## src/rtl/big_data_2d_sweep_ctrl.sv

```systemverilog
// Periodic 2-D sweep controller: waits PERIOD cycles, streams every element of two
// memories to a consumer in x/y order, writes results back, and repeats REPEAT times.
module big_data_2d_sweep_ctrl #(
  parameter int SIZE_X = 100,
  parameter int SIZE_Y = 10,
  parameter int PERIOD = 1000,
  parameter int REPEAT = 100000,
  parameter int DW = 32,
  localparam int N  = SIZE_X * SIZE_Y,
  localparam int AW = (N > 1) ? $clog2(N) : 1,
  localparam int XW = (SIZE_X > 1) ? $clog2(SIZE_X) : 1,
  localparam int YW = (SIZE_Y > 1) ? $clog2(SIZE_Y) : 1
) (
  input  logic          clk,
  input  logic          rst,
  input  logic          start,
  input  logic          abort,
  output logic          rd_en,
  output logic [AW-1:0] rd_addr,
  input  logic [DW-1:0] rd_data_i,
  input  logic [DW-1:0] rd_data_io,
  output logic          out_valid,
  input  logic          out_ready,
  output logic [XW-1:0] out_x,
  output logic [YW-1:0] out_y,
  output logic [DW-1:0] out_i,
  output logic [DW-1:0] out_io,
  input  logic          wb_valid,
  input  logic [DW-1:0] wb_data,
  output logic          wr_en,
  output logic [AW-1:0] wr_addr,
  output logic [DW-1:0] wr_data,
  output logic          busy,
  output logic          done,
  output logic [31:0]   pass_count
);

  localparam int IW = AW + 1;
  localparam logic [IW-1:0] N_IDX = IW'(N);

  typedef enum logic [2:0] {S_IDLE, S_WAIT, S_SWEEP, S_DRAIN, S_DONE} state_t;

  state_t          state_reg, state_next;
  logic [31:0]     cnt_reg;
  logic [IW-1:0]   iss_idx_reg, wb_idx_reg;
  logic [XW-1:0]   iss_x_reg, pend_x_reg, skid_x_reg;
  logic [YW-1:0]   iss_y_reg, pend_y_reg, skid_y_reg;
  logic            pend_reg, skid_valid_reg;
  logic [DW-1:0]   skid_i_reg, skid_io_reg;

  logic iss_more, wb_more, pipe_empty, sweep_done, last_pass, run_start, out_free;

  assign iss_more   = (iss_idx_reg != N_IDX);
  assign wb_more    = (wb_idx_reg != N_IDX);
  assign pipe_empty = !out_valid && !pend_reg && !skid_valid_reg;
  assign sweep_done = (state_reg == S_DRAIN) && !wb_more;
  assign last_pass  = (pass_count + 32'd1) == 32'(REPEAT);
  assign run_start  = start && (state_reg == S_IDLE || state_reg == S_DONE);
  assign out_free   = !out_valid || out_ready;

  // A read lands one cycle later; the skid slot catches it if the consumer stalls meanwhile.
  assign rd_en   = !rst && !abort && (state_reg == S_SWEEP) && iss_more && !skid_valid_reg && out_free;
  assign rd_addr = iss_idx_reg[AW-1:0];
  assign wr_en   = !rst && !abort && (state_reg == S_SWEEP || state_reg == S_DRAIN) && wb_valid && wb_more;
  assign wr_addr = wb_idx_reg[AW-1:0];
  assign wr_data = wr_en ? wb_data : '0;
  assign busy    = (state_reg != S_IDLE) && (state_reg != S_DONE);
  assign done    = (state_reg == S_DONE);

  always_ff @(posedge clk) begin
    if (rst) state_reg <= S_IDLE;
    else     state_reg <= state_next;
  end

  always_comb begin
    state_next = state_reg;
    case (state_reg)
      S_IDLE:  if (start) state_next = S_WAIT;
      S_WAIT:  if (cnt_reg == '0) state_next = S_SWEEP;
      S_SWEEP: if (!iss_more && pipe_empty) state_next = S_DRAIN;
      S_DRAIN: if (sweep_done) state_next = last_pass ? S_DONE : S_WAIT;
      S_DONE:  if (start) state_next = S_WAIT;
      default: state_next = S_IDLE;
    endcase
    if (abort) state_next = S_IDLE;
  end

  always_ff @(posedge clk) begin
    if (rst) begin
      cnt_reg        <= '0;
      pass_count     <= '0;
      iss_idx_reg    <= '0;
      wb_idx_reg     <= '0;
      iss_x_reg      <= '0;
      iss_y_reg      <= '0;
      pend_reg       <= 1'b0;
      pend_x_reg     <= '0;
      pend_y_reg     <= '0;
      skid_valid_reg <= 1'b0;
      skid_x_reg     <= '0;
      skid_y_reg     <= '0;
      skid_i_reg     <= '0;
      skid_io_reg    <= '0;
      out_valid      <= 1'b0;
      out_x          <= '0;
      out_y          <= '0;
      out_i          <= '0;
      out_io         <= '0;
    end else if (abort) begin
      cnt_reg        <= '0;
      iss_idx_reg    <= '0;
      wb_idx_reg     <= '0;
      iss_x_reg      <= '0;
      iss_y_reg      <= '0;
      pend_reg       <= 1'b0;
      skid_valid_reg <= 1'b0;
      out_valid      <= 1'b0;
    end else begin
      if (state_next == S_WAIT && state_reg != S_WAIT)
        cnt_reg <= 32'(PERIOD - 1);
      else if (state_reg == S_WAIT && cnt_reg != '0)
        cnt_reg <= cnt_reg - 32'd1;

      if (run_start)       pass_count <= '0;
      else if (sweep_done) pass_count <= pass_count + 32'd1;

      // x/y follow the linear index as a pair of counters, Y fastest.
      if (rd_en) begin
        iss_idx_reg <= iss_idx_reg + IW'(1);
        if (iss_y_reg == YW'(SIZE_Y - 1)) begin
          iss_y_reg <= '0;
          iss_x_reg <= iss_x_reg + XW'(1);
        end else begin
          iss_y_reg <= iss_y_reg + YW'(1);
        end
        pend_x_reg <= iss_x_reg;
        pend_y_reg <= iss_y_reg;
      end
      pend_reg <= rd_en;

      if (wr_en) wb_idx_reg <= wb_idx_reg + IW'(1);

      if (sweep_done) begin
        iss_idx_reg <= '0;
        wb_idx_reg  <= '0;
        iss_x_reg   <= '0;
        iss_y_reg   <= '0;
      end

      if (out_free) begin
        if (skid_valid_reg) begin
          out_valid      <= 1'b1;
          out_x          <= skid_x_reg;
          out_y          <= skid_y_reg;
          out_i          <= skid_i_reg;
          out_io         <= skid_io_reg;
          skid_valid_reg <= 1'b0;
        end else if (pend_reg) begin
          out_valid <= 1'b1;
          out_x     <= pend_x_reg;
          out_y     <= pend_y_reg;
          out_i     <= rd_data_i;
          out_io    <= rd_data_io;
        end else begin
          out_valid <= 1'b0;
        end
      end else if (pend_reg) begin
        skid_valid_reg <= 1'b1;
        skid_x_reg     <= pend_x_reg;
        skid_y_reg     <= pend_y_reg;
        skid_i_reg     <= rd_data_i;
        skid_io_reg    <= rd_data_io;
      end
    end
  end

endmodule

```

## config.mk

```make
export PLATFORM = sky130hd
export DESIGN_NAME = big_data_2d_sweep_ctrl
export DESIGN_NICKNAME = d
export VERILOG_FILES = /design/src/rtl/big_data_2d_sweep_ctrl.sv
export SDC_FILE = /design/constraint.sdc
export NUM_CORES = 1
export LEC_CHECK = 0
export CAP_MARGIN = 20
export CORE_MARGIN = 3
export CORE_UTILIZATION = 41
export DETAILED_ROUTE_END_ITERATION = 10
export GPL_ROUTABILITY_DRIVEN = 0
export GPL_TIMING_DRIVEN = 1
export PLACE_DENSITY = 0.67
export SYNTH_ARGS = -nofsm -noshare
export SYNTH_HDL_FRONTEND = slang
export SYNTH_SLANG_ARGS = --single-unit
```

## constraint.sdc

```tcl
create_clock -name clk -period 3.4 [get_ports clk]
set_input_delay 0.68 -clock clk [delete_from_list [all_inputs] [get_ports clk]]
set_output_delay 0.68 -clock clk [all_outputs]
set_load 0.05 [all_outputs]
```

==> out/qor.txt <==
Largest net degree at the start of global routing: 194
Die X: 181 um
Startpoint types: register
Fillcell total: 2718
FFs w/ async S/R, synth: 0%
Post-Place Cell Area: 0.0158 mm^2
Crit share post-route: 93.2%
Library cells used by synthesis: 60
Final global-route overflow total: 0
Fin. Hold Viols: 0
Gate power share: 6.6%
Fin. max-slew vios: 0
H-tree levels: 1
Share of the synthesized area in the top cell type: 42.2%
Cell mode on critical path: buf_12
Top Family by Delay on Critical Path: simple AND/OR/NAND/NOR gates
Cell Area, Synth: 0.0125 mm^2
Hold Path Class: reg2reg
Post-synthesis simple-gate area fraction: 25.0%
Largest family of logic cells by synthesized area: simple AND/OR/NAND/NOR gates
Longest Clk Path Bufs: 3
Post-synth top area cell: dfxtp_1
Sw Share: 22.3%
Initial antenna violation count: 0
Via count: 11700
Clk pin slew, worst setup/hold paths: 0.06 ns
Setup_tns: 0 ns
Worst EP required: 2.72 ns
Critical Path Fanout Max: 39
Syn_area_per_cell: 8.10 um^2
FP Rows: 63
Post-synthesis net count: 1656
RSZ-0062 raised after global routing: no
Setup-failing EPs final: 0
DRC: 0
Clk_lat worst skew: 0.56 ns
Multiplexer share of the synthesized area: 6.31%
Die area: 0.0327 mm^2
TritonCTS Buffers: 29
Final min period: 3.17 ns
Total Routing Usage GR: 20.7%
Number of flops mapped to enable cells by yosys: 0
Avg Vias per Cell: 5.43
Worst reg2reg startpoint: pass_count[2]
Height of the die: 181 um
Cell Chain, Critical Path: nand4_1 > or3_1 > nor2b_2 > buf_12 > and2_1 > buf_12
Seq/Total Area, Yosys: 42.2%
Peak supply drop: 0.000335 V
CP startpoint: wb_idx_reg[6]
Post-Syn Instances: 1547
Synthesis-stage register bit count: 264
Worst-Margin Slew: 0.932 ns
Slowest CP cell: or3_1
Buffers and inverters on the worst path: 2
Ys Warns: 0
Pre-Repair DR Iteration Count: 5
Main flop type after synthesis: dfxtp_1
Wire per inst: 16.4 um
Initial Utilization: 41.9%
First-pass GRT wire length: 57900 um
Adder-cell share of the synthesized area: 0.699%
Core Area: 0.0299 mm^2
Fmax: 315 MHz
Design Area, Final: 0.0168 mm^2
Starting DRT DRC Count: 812
Proportion of power drawn by the clock network: 48.8%
Port buffer count: 265
Final HPWL DP: 23900 um
Status: complete, no violations
Vias in the first global route: 11200
Hold_sp: skid_y_reg[3]
CTS tree: done
Max cap viols: 0
Post-synthesis compound-gate area fraction: 16.8%
Clk root buf: clkbuf_16
Synth area leaders: dfxtp_1 42%, nand2_1 7.3%, mux2i_1 6.3%
XOR/XNOR Fraction of Synth Area: 3.64%
Crit-path max cell delay: 0.53 ns
P_sw: 1.56 mW
Routed WL: 35400 um
Detail Route Antenna Nets: 0
IO Count: 266
Data arrival, critical path: 2.49 ns
PD cells: 415 mW/mm^2
Clock tree sinks: 264
Area delta synth->final: 34.2%
Reg power frac: 44.7%
Share of layout cells above drive strength 1: 7.86%
Ant. Diodes: 0
Critical Path Sink Type: primary output
Cell Int Power: 5.42 mW
Setup CP Type: reg2out
Worst slew margin: 37.9%
Final nets: 1856
Fin Clk Skew: 0.00708 ns
Leakage power: 5.46 nW
layout by cell type (no fill, tap or decap), types with 3 or more instances in the layout:
master	count
a211oi_1	81
a21o_1	12
a21oi_1	146
a311oi_1	4
a31oi_1	10
and2_1	42
and3_1	16
and4_1	6
buf_12	40
buf_4	30
bufinv_16	6
clkbuf_1	7
clkbuf_16	29
clkbuf_8	4
clkdlybuf4s50_1	230
clkinv_2	5
dfxtp_1	263
ha_1	7
inv_1	14
mux2i_1	79
nand2_1	243
nand2b_1	6
nand3_1	39
nand3b_1	8
nand4_1	20
nand4b_1	9
nor2_1	139
nor2b_1	4
nor3_1	25
nor3b_1	3
nor4_1	23
o2111ai_1	3
o21a_1	5
o21ai_0	62
o21ai_1	22
or2_2	4
or3_1	21
or4_1	13
xnor2_1	28
xor2_1	24
final timing paths:
| check | endpoint | slack (ns) | depth (start not counted) |
|---|---|---|---|
| setup / recovery | wr_data[17] | 0.23 | 6 |
| hold / removal | skid_y_reg[3] | 0.45 | 2 |
| setup reg to reg | cnt_reg[8] | 0.34 | 7 |
| hold reg to reg | skid_y_reg[3] | 0.45 | 2 |
area by class of cell:
cell class | instances | area [um^2] | share of cell area [%]
Tap cell | 390 | 488 | 2.90
Multi-Input combinational cell | 1136 | 6600 | 39.3
Clock inverter | 13 | 231 | 1.38
Timing Repair Buffer | 301 | 3340 | 19.9
Clock buffer | 40 | 807 | 4.80
Sequential cell | 264 | 5290 | 31.5
Inverter | 15 | 56.3 | 0.335
cell families after synthesis:
family | Yosys count
XOR/XNOR | 52
flip-flops | 264
AND/OR/NAND/NOR | 641
multiplexers | 79
buffers and inverters | 147
adder cells (fa/ha/maj) | 7
AO/OA/AOI/OAI | 357
worst reg2reg max path, stage by stage, from the launching register on:
cell and delay (ns):
dfxtp_1 0.51, and4_1 0.34, nand3_1 0.31, nor4_1 0.63, nand4_1 0.29, and2_1 0.28, nor2_1 0.39, a31oi_1 0.17
metrics by stage:
stage                     util, %  setup WS [ns]  hold WS, ns  cells  power (mW)
after global routing         56.3         0.0266        0.468   2159        7.21
final                        56.3          0.230        0.451   2159        6.98
after floorplan                 -          0.256        0.436   1547        3.42
after detailed placement     52.8          0.199        0.446   2106        3.64
after CTS                    56.3         0.0900        0.454   2159        7.04
after global placement       52.8          0.270        0.441   2106        3.64
power groups by stage:
stage / sequential, mW / clock [mW] / combinational (mW)
floorplan: 3.20 / 0 / 0.224
global placement: 3.18 / 0 / 0.454
detailed placement: 3.19 / 0 / 0.454
CTS: 3.12 / 3.47 / 0.457
global route: 3.12 / 3.59 / 0.499
finish: 3.12 / 3.40 / 0.459
timing repair:
action / CTS / global route
gates resized for setup: 0 / 1
setup endpoints to repair: 0 / 1
buffers inserted: 0 / 0
hold endpoints to repair: 0 / 0
hold buffers: 0 / 0
metal layers:
| metal | GRT usage (%) | wire length, um | part of all wire (%) | up-vias |
|---|---|---|---|---|
| li1 | - | - | - | 5833 |
| met2 | 33.6 | 16300 | 46 | 364 |
| met5 | 0 | 0 | 0 | - |
| met4 | 4.73 | 601 | 1.7 | 0 |
| met3 | 4.79 | 2510 | 7.1 | 45 |
| met1 | 28.2 | 16000 | 45 | 5477 |
synthesized netlist by cell type, types with 3 or more instances:
master,n
o21a_1,5
buf_2,8
clkbuf_1,90
a211oi_1,81
buf_4,21
xnor2_1,28
nor3b_1,4
buf_1,9
or4_1,13
inv_1,14
a21oi_1,146
nand4_1,20
and4_1,6
a21o_1,12
and3_1,16
buf_6,3
o2111ai_1,3
nor2b_1,5
or3_1,21
nor3_1,26
and2_1,42
mux2i_1,79
nand3b_1,8
ha_1,7
o21ai_1,22
xor2_1,24
nor4_1,25
a31oi_1,10
nand4b_1,9
nand3_1,39
nand2_1,243
dfxtp_1,264
nor2_1,139
nand2b_1,6
a311oi_1,4
or2_2,4
o21ai_0,62
Power figures use the tool's default switching activity.
